<file path="src/rtl/pipelined_divider_iter.sv">
// Iterative restoring divider: one quotient bit per clock, MSB first.
// Recovers a factor from a product with valid/ready handshakes on both sides.
module pipelined_divider_iter #(
  parameter int DW = 19,
  parameter int VW = 8
) (
  input  logic          clk,
  input  logic          rst,
  input  logic          in_valid,
  output logic          in_ready,
  input  logic [DW-1:0] dividend,
  input  logic [VW-1:0] divisor,
  output logic          out_valid,
  input  logic          out_ready,
  output logic [DW-1:0] quotient,
  output logic [VW-1:0] remainder,
  output logic          div_by_zero
);

  localparam int CW = $clog2(DW + 1);

  typedef enum logic [1:0] {IDLE, BUSY, DONE} state_t;

  state_t        state_q, state_d;
  logic [CW-1:0] cnt_q, cnt_d;
  logic [VW:0]   r_q, r_d;          // partial remainder, one bit wider than divisor
  logic [DW-1:0] wq_q, wq_d;        // dividend bits leave at MSB, quotient bits enter at LSB
  logic [VW-1:0] dvs_q, dvs_d;
  logic          zero_q, zero_d;    // the operation in flight has a zero divisor
  logic [DW-1:0] quo_q, quo_d;
  logic [VW-1:0] rem_q, rem_d;
  logic          dbz_q, dbz_d;

  logic [VW:0]   r_shift;
  logic [VW:0]   r_sub;
  logic          q_bit;

  // One restoring step: shift in the next dividend bit, subtract if it fits
  always_comb begin
    r_shift = {r_q[VW-1:0], wq_q[DW-1]};
    q_bit   = (r_shift >= {1'b0, dvs_q});
    r_sub   = q_bit ? (r_shift - {1'b0, dvs_q}) : r_shift;
  end

  // Next-state and datapath updates; results only change on entry to DONE
  always_comb begin
    state_d = state_q;
    cnt_d   = cnt_q;
    r_d     = r_q;
    wq_d    = wq_q;
    dvs_d   = dvs_q;
    zero_d  = zero_q;
    quo_d   = quo_q;
    rem_d   = rem_q;
    dbz_d   = dbz_q;
    case (state_q)
      IDLE: begin
        if (in_valid) begin
          dvs_d   = divisor;
          wq_d    = dividend;
          r_d     = '0;
          state_d = BUSY;
          if (divisor == '0) begin
            // single dead cycle so the zero path reports one edge after accept
            zero_d = 1'b1;
            cnt_d  = CW'(1);
          end else begin
            zero_d = 1'b0;
            cnt_d  = CW'(DW);
          end
        end
      end
      BUSY: begin
        cnt_d = cnt_q - 1'b1;
        if (zero_q) begin
          if (cnt_q == CW'(1)) begin
            state_d = DONE;
            quo_d   = '1;
            rem_d   = wq_q[VW-1:0];
            dbz_d   = 1'b1;
          end
        end else begin
          r_d  = r_sub;
          wq_d = {wq_q[DW-2:0], q_bit};
          if (cnt_q == CW'(1)) begin
            state_d = DONE;
            quo_d   = {wq_q[DW-2:0], q_bit};
            rem_d   = r_sub[VW-1:0];
            dbz_d   = 1'b0;
          end
        end
      end
      DONE: begin
        if (out_ready) state_d = IDLE;
      end
      default: state_d = IDLE;
    endcase
  end

  // State and datapath registers, async active-low clear
  always_ff @(posedge clk or negedge rst) begin
    if (!rst) begin
      state_q <= IDLE;
      cnt_q   <= '0;
      r_q     <= '0;
      wq_q    <= '0;
      dvs_q   <= '0;
      zero_q  <= 1'b0;
      quo_q   <= '0;
      rem_q   <= '0;
      dbz_q   <= 1'b0;
    end else begin
      state_q <= state_d;
      cnt_q   <= cnt_d;
      r_q     <= r_d;
      wq_q    <= wq_d;
      dvs_q   <= dvs_d;
      zero_q  <= zero_d;
      quo_q   <= quo_d;
      rem_q   <= rem_d;
      dbz_q   <= dbz_d;
    end
  end

  // Handshake flags decode from registered state only
  always_comb begin
    in_ready    = (state_q == IDLE);
    out_valid   = (state_q == DONE);
    quotient    = quo_q;
    remainder   = rem_q;
    div_by_zero = dbz_q;
  end

endmodule
</file>
<file path="config.mk">
export PLATFORM = sky130hd
export DESIGN_NAME = pipelined_divider_iter
export DESIGN_NICKNAME = d
export VERILOG_FILES = /design/src/rtl/pipelined_divider_iter.sv
export SDC_FILE = /design/constraint.sdc
export NUM_CORES = 1
export LEC_CHECK = 0
export BUFFER_PORTS_ARGS = -buffer_cell sky130_fd_sc_hd__buf_2
export CAP_MARGIN = 20
export CORE_MARGIN = 10
export CORE_UTILIZATION = 50
export DETAILED_ROUTE_END_ITERATION = 16
export PLACE_DENSITY = 0.85
export SLEW_MARGIN = 20
export SYNTH_ARGS = -nofsm -noshare
export SYNTH_HDL_FRONTEND = slang
export SYNTH_SLANG_ARGS = --single-unit
</file>
<file path="constraint.sdc">
create_clock -name clk -period 2.02 [get_ports clk]
set_clock_uncertainty 0.1 [all_clocks]
set_input_delay 0.303 -clock clk [delete_from_list [all_inputs] [get_ports clk]]
set_output_delay 0.303 -clock clk [all_outputs]
set_load 0.005 [all_outputs]
</file>
==> impl_results.rst, run 1 <==
.. list-table::
   :header-rows: 1

   * - Metric
     - Value
   * - Run status
     - finished, violations left
   * - Residual overflow from global routing
     - 0
   * - Post-detailed-routing wire length
     - 9380 um
   * - Antenna Violating Nets Remaining
     - 0
   * - # nets final
     - 516
   * - RePlAce Congestion
     - 0.894
   * - Minimum hold slack
     - 0.0266 ns
   * - Final max-slew violation count
     - 0
   * - Dominant combinational cell family by area after synthesis
     - simple AND/OR/NAND/NOR gates
   * - Max FO, Critical Path
     - 7
   * - Clock root buffer master
     - sky130_fd_sc_hd__clkbuf_8
   * - Placeable Area
     - 6830 sq um
   * - Cell area after synthesis
     - 3530 sq um
   * - Required time reported for the critical path endpoint
     - 2.15 ns
   * - Final hold vios
     - 0
   * - Post-synthesis adder-cell area fraction
     - 4.11%
   * - Vias per cell
     - 5.62
   * - Pwr Density
     - 2080 nW/um^2
   * - Number of global-route vias before repair
     - 3161
   * - Synthesized netlist net count
     - 438
   * - Share of synthesized registers carrying an async set or reset
     - 100%
   * - Violated checks
     - setup timing
   * - Synth Area per Inst
     - 8.92 sq um
   * - Static Leakage
     - 2.10 nW
   * - Count of H-tree levels built during CTS
     - 3
   * - Transition at the pin with the smallest max-transition slack
     - 0.434 ns
   * - Final clock period utilization by the worst path
     - 102%
   * - #FFs+latches synth
     - 71
   * - Simple-Gate Fraction of Synth Area
     - 19.2%
   * - Minimum setup slack in the final design
     - -0.0355 ns
   * - Final count of negative-setup-slack endpoints
     - 5
   * - Post-synthesis cell count
     - 396
   * - Die outline height
     - 104 um
   * - Post-layout total power
     - 9.39 mW
   * - Synthesis warning total
     - 0
   * - WL/cell
     - 16.3 um
   * - Initial detailed-routing violation count
     - 240
   * - Path type of the worst setup path
     - flip-flop to flip-flop
   * - Overall die width
     - 104 um
   * - PortBufs
     - 60
   * - Share of the synthesized area in compound gates (AO/OA/AOI/OAI)
     - 17.8%
   * - Routed vias
     - 3233
   * - XOR/XNOR share of the synthesized area
     - 1.49%
   * - Number of antenna violations at the first check in global routing
     - 0
   * - Num Clock Sinks
     - 71
   * - Number of diodes
     - 0
   * - Distinct cell type count after synthesis
     - 47
   * - TritonCTS Buffers
     - 9
   * - Layout cell share with drive strength beyond 1
     - 30.3%
   * - Insertion delay to the later sink of the worst-skew pair
     - 0.36 ns
   * - Number of enable-type register cells in the synthesized netlist
     - 0
   * - Initial Util
     - 51.7%
   * - Maximum clock path buffer count
     - 2
   * - Final Critical Period
     - 2.06 ns
   * - Sort of element at the end of the critical path
     - flip-flop
   * - Max cap viols
     - 0
   * - Fmax achieved
     - 487 MHz
   * - 1st-pass router iterations
     - 5
   * - Arrival @ worst endpoint
     - 2.19 ns
   * - Synth-to-Final Area Change
     - 27.8%
   * - Type of origin of the critical path
     - flip-flop
   * - Maximum VDD drop
     - 1030 uV
   * - CTS clock-pin slew for the worst setup and hold paths
     - 0.09 ns
   * - Number of cell rows
     - 30
   * - CTS tree
     - built
   * - Global-route wire length before repair
     - 15300 um
   * - Setup repair after global routing missed its margin
     - true
   * - HPWL reported at the end of detailed placement
     - 6410 um
   * - Overall track demand over capacity in global routing
     - 16.9%
   * - Multiplexer share of the synthesized area
     - 2.02%
   * - Die area
     - 10800 sq um
   * - Number of design rule violations left after detail routing
     - 0
   * - Slew HR
     - 71.1%
   * - Pin count of the biggest net entering global routing
     - 55
   * - Portion of the post-synthesis area used by sequential elements
     - 50.3%
   * - Tightest Hold Check Type
     - primary input to flip-flop
   * - Ports
     - 61
   * - Top FF cell, synth
     - sky130_fd_sc_hd__dfrtp_1
[repair_timing]
item	CTS	global route
gates resized for setup	13	32
hold buffers	1	0
setup buffers	4	5
pin swaps	8	8
setup endpoints to repair	13	17
endpoints found under the hold margin	17	0
[synth_stat cells (2+ instances only)]
master                     count  area share [%]
sky130_fd_sc_hd__nand2_1      76             8.1
sky130_fd_sc_hd__dfrtp_1      71              50
sky130_fd_sc_hd__nor2_1       54             5.7
sky130_fd_sc_hd__o21ai_0      29             4.1
sky130_fd_sc_hd__a21oi_1      25             3.5
sky130_fd_sc_hd__a31oi_1      24             4.2
sky130_fd_sc_hd__inv_1        18             1.9
sky130_fd_sc_hd__clkbuf_1     10             1.1
sky130_fd_sc_hd__ha_1         10             3.5
sky130_fd_sc_hd__nand3_1       8             1.1
sky130_fd_sc_hd__mux2i_1       6             1.7
sky130_fd_sc_hd__o21ai_1       5            0.71
sky130_fd_sc_hd__xor2_1        4            0.99
sky130_fd_sc_hd__a211oi_1      3            0.64
sky130_fd_sc_hd__a21oi_2       3            0.74
sky130_fd_sc_hd__buf_2         3            0.42
sky130_fd_sc_hd__buf_4         3            0.64
sky130_fd_sc_hd__buf_6         3            0.96
sky130_fd_sc_hd__nand2b_1      3            0.53
sky130_fd_sc_hd__o22ai_1       3            0.53
sky130_fd_sc_hd__a21o_1        2            0.42
sky130_fd_sc_hd__and2b_1       2            0.42
sky130_fd_sc_hd__nor2_2        2            0.35
sky130_fd_sc_hd__nor3_1        2            0.28
sky130_fd_sc_hd__nor3b_1       2            0.42
sky130_fd_sc_hd__nor4_1        2            0.35
sky130_fd_sc_hd__o21a_1        2            0.42
sky130_fd_sc_hd__xnor2_1       2            0.50
[sequential cells by signal, indices dropped and copies added, names as in the netlist]
signal and count:
quotient 19, wq_q 19, dvs_q 8, r_q 8
remainder 8, cnt_q 5, state_q 2, div_by_zero 1
zero_q 1
[kinds of logic after synthesis]
| group | Yosys count |
|---|---|
| compound gates | 105 |
| xor+xnor | 6 |
| simple gates | 158 |
| flops | 71 |
| fa+ha+maj | 11 |
| buf+inv | 38 |
| mux | 7 |
[where the power goes]
group	leakage [nW]	internal (mW)	total, mW	switching, mW
clock	0.110	0.708	1.30	0.591
sequential	0.838	2.14	2.68	0.539
combinational	1.15	2.46	5.41	2.95
total	2.10	5.31	9.39	4.08
[path summary, 6_finish.rpt]
path / start / endpoint / slack [ns] / depth (start not counted)
max reg2reg: r_q[4] / remainder[4] / -0.04 / 7
max in group asynchronous: rst / r_q[1] / 0.85 / 3
max: r_q[4] / remainder[4] / -0.04 / 7
min in group asynchronous: rst / quotient[9] / 0.31 / 2
min reg2reg: quotient[15] / quotient[15] / 0.38 / 2
min: out_ready / state_q[1] / 0.03 / 2
[critical path, cell delays in order (launching register included)]
cell and delay, ns:
sky130_fd_sc_hd__dfrtp_1 0.42, sky130_fd_sc_hd__ha_2 0.25, sky130_fd_sc_hd__a21oi_4 0.20, sky130_fd_sc_hd__o221ai_2 0.12, sky130_fd_sc_hd__a21oi_2 0.24, sky130_fd_sc_hd__buf_6 0.20
sky130_fd_sc_hd__mux2i_1 0.27, sky130_fd_sc_hd__a21oi_1 0.13
[through the flow]
stage | setup WS, ns | area (sq um) | std cells | setup TNS [ns] | utilization (%)
global placement | -0.0611 | 4000 | 549 | -0.179 | 58.6
floorplan | 0.0462 | 3530 | 396 | 0 | -
CTS | -0.00545 | 4340 | 570 | -0.00616 | 63.5
detailed placement | -0.147 | 4000 | 549 | -0.973 | 58.6
global route | -0.0818 | 4520 | 575 | -0.611 | 66.1
finish | -0.0355 | 4520 | 575 | -0.136 | 66.1
[layout make-up]
class | count | area, sq um
fillers | 532 | 2310
clock buffers | 9 | 124
repair buffers | 86 | 543
clock inverters | 7 | 103
multi-input cells | 287 | 1770
well taps | 96 | 120
flip-flops and latches | 71 | 1780
inverters | 19 | 71.3
[layer usage]
layer	GRT usage, %	vias to the layer above	part of all wire [%]	wire (um)
met1	20.4	1579	42	3930
met4	6.36	0	1.8	173
met3	4.65	19	6.5	614
met2	28.0	131	50	4650
met5	0	-	0	0
li1	-	1504	-	-
[cell usage in the layout (no fill, tap or decap), types with 3 or more instances in the layout]
master / netlist / final
sky130_fd_sc_hd__nand2_1: 76 / 76
sky130_fd_sc_hd__buf_12: 0 / 3
sky130_fd_sc_hd__a31oi_1: 24 / 24
sky130_fd_sc_hd__nor2_1: 54 / 53
sky130_fd_sc_hd__ha_4: 0 / 7
sky130_fd_sc_hd__dfrtp_1: 71 / 67
sky130_fd_sc_hd__inv_1: 18 / 13
sky130_fd_sc_hd__inv_2: 0 / 5
sky130_fd_sc_hd__o21ai_1: 5 / 6
sky130_fd_sc_hd__nand2b_1: 3 / 3
sky130_fd_sc_hd__nand3_1: 8 / 6
sky130_fd_sc_hd__buf_4: 3 / 20
sky130_fd_sc_hd__dfrtp_2: 0 / 4
sky130_fd_sc_hd__o22ai_1: 3 / 3
sky130_fd_sc_hd__nor2_2: 2 / 3
sky130_fd_sc_hd__o21ai_0: 29 / 28
sky130_fd_sc_hd__buf_2: 3 / 60
sky130_fd_sc_hd__a21oi_2: 3 / 3
sky130_fd_sc_hd__a21oi_1: 25 / 23
sky130_fd_sc_hd__mux2i_2: 0 / 3
sky130_fd_sc_hd__clkbuf_8: 0 / 9
sky130_fd_sc_hd__xor2_1: 4 / 4
No activity file was read; power rests on OpenSTA's default activity.
==> run 2, diff against run 1 <==
- CORE_MARGIN: 10 -> 3
- SKIP_CTS_REPAIR_TIMING: default -> 1
==> run 2 against run 1 <==
Against the previous run:
- the flow still finishes with violations (setup timing)
- utilization up 0.60 points
- sequential share of layout area decreased by 0.41 points
- clock power down 15%
- die area decreased by 25%
- critical path type unchanged
- largest cell class unchanged
- largest power group unchanged
==> impl_results.rst, run 2 (synthesized netlist as in run 1, its figures left out) <==
.. list-table::
   :header-rows: 1

   * - Metric
     - Value
   * - Count of H-tree levels built during CTS
     - 3
   * - Synth-to-Final Area Change
     - 29.0%
   * - CTS clock-pin slew for the worst setup and hold paths
     - 0.08 ns
   * - RePlAce Congestion
     - 0.868
   * - Dpl ws
     - -0.159 ns
   * - HPWL reported at the end of detailed placement
     - 6310 um
   * - Residual overflow from global routing
     - 0
   * - 1st-pass router iterations
     - 7
   * - CTS tree
     - built
   * - Run status
     - finished, violations left
   * - Violated checks
     - setup timing
   * - Number of antenna violations at the first check in global routing
     - 0
   * - Post-layout total power
     - 9.48 mW
   * - Final std cell area, no fill
     - 4560 sq um
   * - Antenna Violating Nets Remaining
     - 0
   * - Max FO, Critical Path
     - 3
   * - Path type of the worst setup path
     - flip-flop to flip-flop
   * - Die area
     - 8110 sq um
   * - Placed Instance Area
     - 4090 sq um
   * - Slew HR
     - 61.4%
   * - Highest-count cells in the layout ignoring fill and taps
     - sky130_fd_sc_hd__nand2_1, sky130_fd_sc_hd__dfrtp_1, sky130_fd_sc_hd__buf_2
   * - Pwr Density
     - 2080 nW/um^2
   * - Overall track demand over capacity in global routing
     - 21.3%
   * - Clock root buffer master
     - sky130_fd_sc_hd__clkbuf_8
   * - Ports
     - 61
   * - Final TNS setup
     - -0.521 ns
   * - Die outline height
     - 90.1 um
   * - Insertion delay to the later sink of the worst-skew pair
     - 0.35 ns
   * - Max cap viols
     - 0
   * - Pin count of the biggest net entering global routing
     - 36
   * - Minimum setup slack in the final design
     - -0.134 ns
   * - Number of global-route vias before repair
     - 3009
   * - Layout cell share with drive strength beyond 1
     - 31.4%
   * - Setup repair after global routing missed its margin
     - true
   * - WL/cell
     - 16.7 um
   * - Required time reported for the critical path endpoint
     - 2.15 ns
   * - Final clock period utilization by the worst path
     - 107%
   * - # nets final
     - 526
   * - Sort of element at the end of the critical path
     - flip-flop
   * - Number of diodes
     - 0
   * - Static Leakage
     - 2.15 nW
   * - Maximum clock path buffer count
     - 2
   * - Placeable Area
     - 6830 sq um
   * - Maximum VDD drop
     - 784 uV
   * - Final Critical Period
     - 2.15 ns
   * - TritonCTS Buffers
     - 9
   * - Global-route wire length before repair
     - 14100 um
   * - Post-detailed-routing wire length
     - 9750 um
   * - Transition at the pin with the smallest max-transition slack
     - 0.580 ns
   * - Arrival @ worst endpoint
     - 2.28 ns
   * - Type of origin of the critical path
     - flip-flop
   * - Tightest Hold Check Type
     - primary input to flip-flop
   * - Final hold vios
     - 0
   * - Final max-slew violation count
     - 0
   * - Minimum hold slack
     - 0.0499 ns
   * - Fmax achieved
     - 464 MHz
   * - Initial detailed-routing violation count
     - 270
   * - Number of design rule violations left after detail routing
     - 0
   * - Leading cell type in the layout, fill and taps excluded
     - sky130_fd_sc_hd__nand2_1
   * - Final count of negative-setup-slack endpoints
     - 7
   * - PortBufs
     - 60
   * - Vias per cell
     - 5.61
   * - Initial Util
     - 51.7%
   * - Routed vias
     - 3274
   * - Num Clock Sinks
     - 71
   * - Number of cell rows
     - 30
   * - Overall die width
     - 90.1 um
[run 2: cell count changes in the layout (fill, tap and decap cells not counted), sizes merged]
cell      change
buf          +10
bufinv        -1
clkinv        +3
inv           -2
clkinvlp      -1
[run 2: final timing paths]
path,from,endpoint,slack (ns),cells after the start
min reg2reg,quotient[1],quotient[1],0.37,2
max,wq_q[18],remainder[6],-0.13,9
max reg2reg,wq_q[18],remainder[6],-0.13,9
min in group asynchronous,rst,quotient[9],0.38,2
min,out_ready,state_q[1],0.05,2
max in group asynchronous,rst,quotient[0],0.90,3
[run 2: final cells by class]
class	instances	area, sq um
flip-flops and latches	71	1780
well taps	96	120
fillers	546	2270
clock buffers	9	124
inverters	19	71.3
multi-input cells	287	1770
repair buffers	96	636
clock inverters	6	62.6
[run 2: critical path, stage by stage, from the launching register on]
cell,delay (ns)
sky130_fd_sc_hd__dfrtp_1,0.40
sky130_fd_sc_hd__inv_2,0.09
sky130_fd_sc_hd__ha_4,0.13
sky130_fd_sc_hd__inv_2,0.04
sky130_fd_sc_hd__fa_2,0.40
sky130_fd_sc_hd__a211oi_4,0.32
sky130_fd_sc_hd__or3b_4,0.18
sky130_fd_sc_hd__nand3_2,0.07
sky130_fd_sc_hd__mux2i_1,0.20
sky130_fd_sc_hd__a21oi_1,0.09
[run 2: per-stage QoR]
step / std cells / utilization (%)
2_1_floorplan: 396 / -
3_3_place_gp: 559 / 59.9
3_5_place_dp: 559 / 59.9
4_1_cts: 574 / 62.6
5_1_grt: 584 / 66.7
6_report: 584 / 66.7
[run 2: report_power, final]
| group | total, mW | switching, mW | internal [mW] |
|---|---|---|---|
| clock | 1.10 | 0.535 | 0.561 |
| combinational | 5.71 | 3.11 | 2.60 |
| sequential | 2.67 | 0.530 | 2.14 |
[run 2: routing by layer]
| layer | track usage, % | share of wire (%) | up-vias |
|---|---|---|---|
| li1 | - | - | 1529 |
| met2 | 34.3 | 49 | 112 |
| met3 | 4.69 | 5.0 | 34 |
| met4 | 7.53 | 4.0 | 0 |
| met1 | 28.5 | 42 | 1599 |
| met5 | 0 | 0 | - |
==> run 3, diff against run 2 <==
- PLACE_DENSITY: 0.85 -> 0.79
==> run 3 against run 2 <==
Against the previous run:
- the flow still finishes with violations (setup timing)
- total power increased by 4.7%
- setup slack better by 0.061 ns
- sequential share of layout area fell by 0.86 points
- die area unchanged
- maximum frequency increased by 2.9%
- global-route usage grew 0.66 points
- non-clock buffer count is 1 higher
- critical endpoint is now remainder[4]
- largest cell class is now multi-input combinational cells
==> impl_results.rst, run 3 (synthesized netlist as in run 1, its figures left out) <==
.. list-table::
   :header-rows: 1

   * - Metric
     - Value
   * - Run status
     - finished, violations left
   * - Violated checks
     - setup timing
   * - Part of the total power dissipated in combinational logic
     - 58.9%
   * - 1st-pass router iterations
     - 4
   * - Number of design rule violations left after detail routing
     - 0
   * - Die area
     - 8110 sq um
   * - Vias per cell
     - 5.45
   * - Max FO, Critical Path
     - 3
   * - Die outline height
     - 90.1 um
   * - Highest-count cells in the layout ignoring fill and taps
     - sky130_fd_sc_hd__nand2_1, sky130_fd_sc_hd__dfrtp_1, sky130_fd_sc_hd__buf_2
   * - Pin count of the biggest net entering global routing
     - 35
   * - Max cap viols
     - 0
   * - Switch Pwr
     - 4.20 mW
   * - Slew HR
     - 53.1%
   * - Final hold vios
     - 0
   * - Overall track demand over capacity in global routing
     - 21.9%
   * - Final max-slew violation count
     - 0
   * - Minimum setup slack in the final design
     - -0.0733 ns
   * - Final clock period utilization by the worst path
     - 104%
   * - Initial detailed-routing violation count
     - 207
   * - Antenna Violating Nets Remaining
     - 0
   * - Maximum clock path buffer count
     - 2
   * - Static Leakage
     - 2.18 nW
   * - Setup repair after global routing missed its margin
     - true
   * - Type of origin of the critical path
     - flip-flop
   * - Synth-to-Final Area Change
     - 31.9%
   * - # nets final
     - 527
   * - Sequential cell area
     - 1780 sq um
   * - Total placed cells including tap cells
     - 560
   * - Routed vias
     - 3195
   * - Leading cell type in the layout, fill and taps excluded
     - sky130_fd_sc_hd__nand2_1
   * - Final TNS setup
     - -0.186 ns
   * - Count of H-tree levels built during CTS
     - 3
   * - Required time reported for the critical path endpoint
     - 2.15 ns
   * - Area occupied by multi-input gates
     - 1810 sq um
   * - WL/cell
     - 16.1 um
   * - Initial Util
     - 51.7%
   * - HPWL reported at the end of detailed placement
     - 6260 um
   * - Switching part of the total power
     - 42.4%
   * - RePlAce Congestion
     - 0.921
   * - Core utilization of the finished layout
     - 68.2%
   * - Number of cell rows
     - 30
   * - Residual overflow from global routing
     - 0
   * - Filler cells
     - 541
   * - Minimum hold slack
     - 0.0229 ns
   * - Number of global-route vias before repair
     - 3098
   * - Final count of negative-setup-slack endpoints
     - 4
   * - Maximum VDD drop
     - 1070 uV
   * - Placeable Area
     - 6830 sq um
   * - Insertion delay to the later sink of the worst-skew pair
     - 0.37 ns
   * - Transition at the pin with the smallest max-transition slack
     - 0.704 ns
   * - Total internal power
     - 5.71 mW
   * - Global-route wire length before repair
     - 14400 um
   * - Layout cell share with drive strength beyond 1
     - 32.0%
   * - Path type of the worst setup path
     - flip-flop to flip-flop
   * - Number of diodes
     - 0
   * - Post-detailed-routing wire length
     - 9410 um
   * - Number of antenna violations at the first check in global routing
     - 0
   * - Relative contribution of the clock network to total power
     - 14.1%
   * - TritonCTS Buffers
     - 9
   * - Pwr Density
     - 2130 nW/um^2
   * - Tightest Hold Check Type
     - primary input to flip-flop
   * - Num Clock Sinks
     - 71
   * - Sequential cell fraction of total power
     - 27.0%
   * - Final Critical Period
     - 2.09 ns
   * - Ports
     - 61
   * - Fmax achieved
     - 478 MHz
   * - PortBufs
     - 60
   * - Arrival @ worst endpoint
     - 2.22 ns
   * - Sort of element at the end of the critical path
     - flip-flop
   * - Overall die width
     - 90.1 um
   * - Post-layout total power
     - 9.92 mW
   * - CTS tree
     - built
   * - Clock root buffer master
     - sky130_fd_sc_hd__clkbuf_8
   * - CTS clock-pin slew for the worst setup and hold paths
     - 0.08 ns
   * - Layout Cells excl Fill
     - 586
run 3: path summary, 6_finish.rpt:
path	depth (start not counted)	start	end	slack (ns)
min in group asynchronous	2	rst	quotient[11]	0.42
setup reg to reg	9	wq_q[18]	remainder[4]	-0.07
hold reg to reg	2	quotient[2]	quotient[2]	0.38
setup / recovery	9	wq_q[18]	remainder[4]	-0.07
hold / removal	2	out_ready	state_q[1]	0.02
max in group asynchronous	3	rst	r_q[0]	0.75
run 3: per-stage QoR:
step | instance area (sq um) | setup slack [ns]
floorplan | 3530 | 0.0462
global placement | 4090 | -0.0623
detailed placement | 4090 | -0.153
CTS | 4330 | -0.160
global route | 4660 | -0.201
finish | 4660 | -0.0733
run 3: power by group through the flow:
stage | Sequential (mW) | Clock (mW) | Combinational [mW]
floorplan | 2.56 | 0 | 3.11
global placement | 2.61 | 0 | 4.36
detailed placement | 2.65 | 0 | 4.55
CTS | 2.62 | 1.41 | 4.58
global route | 2.77 | 1.48 | 6.43
finish | 2.68 | 1.40 | 5.84
run 3: cell type report:
type                       instances  area share, %
timing repair buffer              97           13.7
multi-input combinational        287           38.8
clock inverter                     7           2.58
sequential                        71           38.2
inverter                          19           1.53
tap                               96           2.58
clock buffer                       9           2.66
run 3: critical path, cell delays in order (launching register included):
cell and delay, ns:
sky130_fd_sc_hd__dfrtp_1 0.39, sky130_fd_sc_hd__inv_2 0.07, sky130_fd_sc_hd__ha_4 0.13, sky130_fd_sc_hd__inv_2 0.04
sky130_fd_sc_hd__fa_2 0.39, sky130_fd_sc_hd__a211oi_4 0.31, sky130_fd_sc_hd__nor2_1 0.11, sky130_fd_sc_hd__xor2_1 0.16
sky130_fd_sc_hd__mux2i_2 0.18, sky130_fd_sc_hd__a21oi_1 0.09
run 3: metal layers:
layer,GRT usage [%],wire (um)
met5,0,0
met4,11.1,358
met3,4.27,460
met2,35.2,4670
met1,28.4,3920
